==> src/rtl/lbp_pkg.sv <==
// -----------------------------------------------------------------------------
// lbp_pkg
//   Shared definitions for the LBP gray-memory read arbiter:
//   default address/data widths for a 128x128 8-bit image, the arbiter state
//   encoding, and the rotating-priority pick function used by lbp_rr_pick.
//   Optional feature macro used by the arbiter: BURST_LOCK_EN.
// -----------------------------------------------------------------------------
package lbp_pkg;

  localparam int IMG_W      = 128;
  localparam int LBP_ADDR_W = 2 * $clog2(IMG_W);
  localparam int LBP_DATA_W = 8;
  localparam int MAX_REQ    = 4;

  typedef enum logic [1:0] {
    ST_SERVE = 2'd0,
    ST_LOCK  = 2'd1,
    ST_DONE  = 2'd2
  } lbp_state_e;

  // Rotating priority: the first set request strictly after ptr (modulo n)
  // wins; ptr itself is the lowest priority. Returns one-hot, or zero.
  function automatic logic [MAX_REQ-1:0] rr_pick(input logic [MAX_REQ-1:0] req,
                                                 input logic [1:0]         ptr,
                                                 input int unsigned        n);
    logic [MAX_REQ-1:0] g;
    logic               found;
    int unsigned        idx;
    g     = '0;
    found = 1'b0;
    for (int unsigned k = 1; k <= MAX_REQ; k++) begin
      if (k <= n) begin
        idx = ({30'b0, ptr} + k) % n;
        if (!found && req[idx[1:0]]) begin
          g[idx[1:0]] = 1'b1;
          found       = 1'b1;
        end
      end
    end
    return g;
  endfunction

endpackage

==> src/rtl/lbp_rr_pick.sv <==
// -----------------------------------------------------------------------------
// lbp_rr_pick
//   Combinational round-robin selector.
//   req_i : request vector (NUM_REQ)
//   ptr_i : index of the last winner (lowest priority this cycle)
//   gnt_o : one-hot grant, zero when no request is set
// -----------------------------------------------------------------------------
module lbp_rr_pick
  import lbp_pkg::*;
#(
  parameter int NUM_REQ = 2,
  parameter int PTR_W   = 1
) (
  input  logic [NUM_REQ-1:0] req_i,
  input  logic [PTR_W-1:0]   ptr_i,
  output logic [NUM_REQ-1:0] gnt_o
);

  logic [MAX_REQ-1:0] req_ext;
  logic [1:0]         ptr_ext;
  logic [MAX_REQ-1:0] pick;
  logic               unused_pick;

  always_comb begin
    req_ext                 = '0;
    req_ext[NUM_REQ-1:0]    = req_i;
    ptr_ext                 = '0;
    ptr_ext[PTR_W-1:0]      = ptr_i;
  end

  assign pick        = rr_pick(req_ext, ptr_ext, NUM_REQ);
  assign gnt_o       = pick[NUM_REQ-1:0];
  assign unused_pick = ^pick;

endmodule

==> src/rtl/lbp_rd_arbiter.sv <==
// -----------------------------------------------------------------------------
// lbp_rd_arbiter
//   Shares the single gray-image memory read port among NUM_REQ LBP engines
//   with round-robin arbitration (one read per cycle) and routes each returned
//   pixel back to its issuer through a one-cycle tag pipeline. Also merges the
//   per-engine finish flags into a single sticky finish.
//
//   Ports:
//     clk, reset      clock, asynchronous active-high reset
//     req/req_addr    per-engine read request (held until granted) / address
//     gnt             combinational one-hot grant
//     rd_data         returned pixel (passthrough of gray_data)
//     rd_valid        one-hot owner of rd_data this cycle (registered)
//     eng_finish      per-engine finish pulse or level
//     gray_addr/req   registered memory address / read request
//     gray_ready      memory ready; no grant while low
//     gray_data       memory data, valid one cycle after gray_req
//     finish          registered, all engines finished
//     req_lock        (BURST_LOCK_EN only) per-engine burst lock request
//
//   Optional feature macro: BURST_LOCK_EN (adds req_lock and the LOCK state).
// -----------------------------------------------------------------------------
module lbp_rd_arbiter
  import lbp_pkg::*;
#(
  parameter int NUM_REQ = 2,
  parameter int ADDR_W  = LBP_ADDR_W,
  parameter int DATA_W  = LBP_DATA_W
) (
  input  logic                      clk,
  input  logic                      reset,
  input  logic [NUM_REQ-1:0]        req,
  input  logic [NUM_REQ*ADDR_W-1:0] req_addr,
`ifdef BURST_LOCK_EN
  input  logic [NUM_REQ-1:0]        req_lock,
`endif
  output logic [NUM_REQ-1:0]        gnt,
  output logic [DATA_W-1:0]         rd_data,
  output logic [NUM_REQ-1:0]        rd_valid,
  input  logic [NUM_REQ-1:0]        eng_finish,
  output logic [ADDR_W-1:0]         gray_addr,
  output logic                      gray_req,
  input  logic                      gray_ready,
  input  logic [DATA_W-1:0]         gray_data,
  output logic                      finish
);

  localparam int PTR_W = (NUM_REQ > 1) ? $clog2(NUM_REQ) : 1;

  lbp_state_e          state_q, state_d;
  logic [PTR_W-1:0]    ptr_q, ptr_d;
  logic [NUM_REQ-1:0]  fin_latch_q, fin_latch_d;
  logic                gray_req_q;
  logic [ADDR_W-1:0]   gray_addr_q;
  logic [PTR_W-1:0]    tag_q;
  logic [NUM_REQ-1:0]  rd_valid_q;
  logic                finish_q;

  logic [NUM_REQ-1:0]  eligible;
  logic [NUM_REQ-1:0]  win_oh;
  logic [PTR_W-1:0]    win_idx;
  logic                any_gnt;
  logic [ADDR_W-1:0]   win_addr;

  // Eligibility uses the registered latches, so a finish arriving together
  // with a request does not block that request.
  always_comb begin
    eligible = req & ~fin_latch_q;
`ifdef BURST_LOCK_EN
    // While locked, only the lock owner (the last winner) may be granted.
    if (state_q == ST_LOCK) eligible = eligible & (NUM_REQ'(1) << ptr_q);
`endif
    if (state_q == ST_DONE || !gray_ready) eligible = '0;
  end

  lbp_rr_pick #(
    .NUM_REQ (NUM_REQ),
    .PTR_W   (PTR_W)
  ) u_pick (
    .req_i (eligible),
    .ptr_i (ptr_q),
    .gnt_o (win_oh)
  );

  always_comb begin
    win_idx = '0;
    for (int i = 0; i < NUM_REQ; i++) begin
      if (win_oh[i]) win_idx = PTR_W'(i);
    end
  end

  assign any_gnt     = |win_oh;
  assign win_addr    = req_addr[win_idx*ADDR_W +: ADDR_W];
  assign fin_latch_d = fin_latch_q | eng_finish;
  assign ptr_d       = any_gnt ? win_idx : ptr_q;

  // finish and DONE follow the cycle in which the last latch gets set.
  always_comb begin
    state_d = state_q;
    case (state_q)
      ST_SERVE: begin
        if (&fin_latch_d) state_d = ST_DONE;
`ifdef BURST_LOCK_EN
        else if (any_gnt && req_lock[win_idx]) state_d = ST_LOCK;
`endif
      end
`ifdef BURST_LOCK_EN
      ST_LOCK: begin
        if (&fin_latch_d) state_d = ST_DONE;
        else if (eng_finish[ptr_q]) state_d = ST_SERVE;
        else if (any_gnt && !req_lock[win_idx]) state_d = ST_SERVE;
      end
`endif
      ST_DONE: state_d = ST_DONE;
      default: state_d = ST_SERVE;
    endcase
  end

  // Issue and return stages; reset drops any read still in flight.
  always_ff @(posedge clk or posedge reset) begin
    if (reset) begin
      state_q     <= ST_SERVE;
      ptr_q       <= PTR_W'(NUM_REQ - 1);
      fin_latch_q <= '0;
      gray_req_q  <= 1'b0;
      gray_addr_q <= '0;
      rd_valid_q  <= '0;
      finish_q    <= 1'b0;
    end else begin
      state_q     <= state_d;
      ptr_q       <= ptr_d;
      fin_latch_q <= fin_latch_d;
      gray_req_q  <= any_gnt;
      if (any_gnt) gray_addr_q <= win_addr;
      rd_valid_q  <= gray_req_q ? (NUM_REQ'(1) << tag_q) : '0;
      finish_q    <= finish_q | (&fin_latch_d);
    end
  end

  // Tag only qualifies data when gray_req_q is set, so it needs no reset.
  always_ff @(posedge clk) begin
    tag_q <= win_idx;
  end

  assign gnt       = win_oh;
  assign gray_req  = gray_req_q;
  assign gray_addr = gray_addr_q;
  assign rd_valid  = rd_valid_q;
  assign rd_data   = gray_data;
  assign finish    = finish_q;

endmodule

==> config.mk <==
export PLATFORM = sky130hd
export DESIGN_NAME = lbp_rd_arbiter
export DESIGN_NICKNAME = d
export VERILOG_FILES = /design/src/rtl/lbp_pkg.sv /design/src/rtl/lbp_rr_pick.sv /design/src/rtl/lbp_rd_arbiter.sv
export SDC_FILE = /design/constraint.sdc
export NUM_CORES = 1
export LEC_CHECK = 0
export ABC_AREA = 1
export CORE_MARGIN = 2
export CORE_UTILIZATION = 40
export DETAILED_ROUTE_END_ITERATION = 8
export DONT_BUFFER_PORTS = 1
export PLACE_DENSITY_LB_ADDON = 0.12
export REMOVE_ABC_BUFFERS = 1
export SYNTH_ARGS = -nofsm -noshare
export SYNTH_HDL_FRONTEND = slang
export SYNTH_HIERARCHICAL = 1
export SYNTH_SLANG_ARGS = --single-unit
==> constraint.sdc <==
create_clock -name clk -period 2.8 [get_ports clk]
set_input_delay 0.42 -clock clk [delete_from_list [all_inputs] [get_ports clk]]
set_output_delay 0.42 -clock clk [all_outputs]
set_load 0.05 [all_outputs]
==> impl_results.md <==
* Worst Clk Skew at 0.00879 ns
* Clk pin slew, worst setup/hold paths at 0.13 ns
* Critical path capture point type: primary output
* Max-Cap Viols at 0
* Final GP Congestion at roughly 0.75
* Largest area contributor in the netlist: dfrtp_1
* CP delay by family, top: buffers and inverters
* ANT nets after route at 0
* Detailed Route WL at 2120 um
* Critical-path top delay cell: dfrtp_1
* Overall power at between 0.4 and 0.5 mW
* Fmax at 486 MHz
* Initial antenna violation count at 0
* Pwr/cell area at between 400 and 500 nW/um2
* Launch point of the worst path: state_q[1]
* Leakage at 0.544 nW
* Overall global routing resource usage at 14.8%
* Library cells used by synthesis at 13
* Share of post-route cells with drive strength above 1 at 8.62%
* Final Hold Fails at 0
* Max Fanout on Critical Path at 11
* Top-level I/O count at 71
* CTS resizes at 0
* GRT overflow at 0
* Root Driver: clkbuf_4
* Cell mode on critical path: inv_1
* Initial Utilization at around 42%
* Commonest non-fill, non-tap cell in the layout: nand2_1
* Nets at 160
* Tcrit/Tclk final at 73.4%
* DR WL/cell at approximately 15 um
* CP Depth at 6
* Initial DRT Pass Iterations at 4
* N_diodes at 0
* Die height at 55.2 um
* CTS Sinks at 23
* RSZ-0062 raised after global routing: false
* Outcome: finished clean
* CP endpoint: gnt[1]
* Startpoint Class: register
* Row cnt at 18
* CP Class: reg -> out
* Reg2reg end: gray_addr[12]
* Gate count of the mapped netlist at ~120
* Flop2flop setup slack at 1.25 ns
* Seq/Total Area, Yosys at 54.5%
* Post-layout min period at 2.06 ns
* Final setup violating endpoints at 0
* Commonest cells after routing, fill and taps aside: nand2_1 (42), nand3_1 (28), dfrtp_1 (21)
* Worst Hold Class: in -> async
* I/O Buffers at 0
* # DRC at 0
* Data arrival time of the worst path at between 1.5 and 2 ns
* CTS tree: done
* Post-synth top area share at 50.1%
* Hold-fix buffers at CTS at 0
* Vias in the first global route at ~800
* H-tree Lvls at 1
* Die Footprint at 3050 um2
* Vias per cell at 5.09
* Worst-margin pin slew at 0.834 ns
* Clk_lat worst skew at slightly above 0.3 ns
* DR iter-0 viols at 21
* Seq cells post-synth at 23
* R2r worst-path depth at 8
* Buf/Inv on CP at 3
* TNS Setup at 0 ns
* Synthesized area at roughly 1000 um2
* CTS Buffer Depth at 2
* Worst Path Required at between 2 and 2.5 ns
* Slew headroom at 44.3%
* Largest net degree at the start of global routing at 23
* CP Cell Sequence: inv_1, nand2_1, nor2_1, inv_1, a21oi_2, buf_4
* Synthesized area per cell at 8.52 um2
* Via Count at 743
* Area Overhead vs Synth at -2.15%
* Post-CTS Setup Bufs at 0
* Num CTS Buffers at 3
* Slew Viols, Final at 0
* Core area at 2480 um2
* Reg-to-Reg Start: state_q[1]
* Ranking of synthesized cells by area: dfrtp_1 (50%), nand2_1 (15%), nand3_1 (13%)
* Critical Path Max Stage Delay at about 0.38 ns
* Die X-Extent at between 50 and 60 um
* Peak supply drop at 217 uV
* Ys Warns at 6
* First-pass GRT wire length at 3630 um
==> cell families (layout without fill, tap and decap cells) <==
kind of cell,count (synthesis),count (layout),share of synthesized area [%]
DFF,23,23,54.5
AOI/OAI and AO/OA,1,1,0.477
buffers and inverters,25,18,14.4
and+or+nand+nor,74,74,30.5
==> per-stage QoR <==
| stage | instance area, um2 | utilization, % | hold slack [ns] | cells | setup WS [ns] |
|---|---|---|---|---|---|
| after floorplan | 942 | - | 0.387 | 110 | 0.0436 |
| after global placement | 998 | 40.3 | 0.427 | 142 | 1.07 |
| after detailed placement | 998 | 40.3 | 0.430 | 142 | 1.06 |
| after CTS | 1030 | 41.4 | 0.177 | 146 | 0.711 |
| after global routing | 1030 | 41.4 | 0.207 | 146 | 0.585 |
| final | 1030 | 41.4 | 0.149 | 146 | 0.744 |
==> cells in the mapped netlist <==
library cell and n:
a21oi_1 1, nand3_1 28, nor2_1 3, buf_2 1, nand2_1 42, buf_4 9, inv_1 11, buf_6 3
dfstp_2 1, nor2_4 1, dfxtp_1 1, dfrtp_1 21, inv_2 1
==> worst min path at each step <==
stage / startpoint / endpoint / slack (ns) / cells after the start
after detailed placement: tag_q / rd_valid[0] / 0.43 / 1
after global placement: tag_q / rd_valid[0] / 0.43 / 1
final: reset / rd_valid[1] / 0.15 / 1
after CTS: reset / rd_valid[1] / 0.18 / 1
after floorplan: tag_q / rd_valid[0] / 0.39 / 1
after global routing: reset / rd_valid[1] / 0.21 / 1
==> metal layers <==
metal	part of all wire, %	vias to the layer above	track usage [%]
met4	0.61	0	4.18
met3	8.9	2	5.85
li1	-	365	-
met5	0	-	0
met2	52	45	27.2
met1	39	331	15.4
==> cell type report <==
cell class              instances  area (um2)
multi-input cells              75         329
flip-flops and latches         23         572
clock buffers                   3        22.5
fillers                       273        1450
clock inverters                 1        5.00
inverters                      12        45.0
well taps                      30        37.5
repair buffers                  2        15.0
==> flip-flops by register name, summed over array words and instances (netlist names) <==
| name | flops |
|---|---|
| gray_req | 1 |
| tag_q | 1 |
| state_q | 1 |
| fin_latch_q | 2 |
| gray_addr | 14 |
| finish | 1 |
| ptr_q | 1 |
| rd_valid | 2 |
==> power breakdown <==
part	switching, mW	total [mW]	internal [mW]
logic	0.00626	0.00670	0.000442
registers	0	0.332	0.332
clock network	0.0989	0.152	0.0532
total	0.105	0.491	0.386
(Power assumes the default switching activity.)
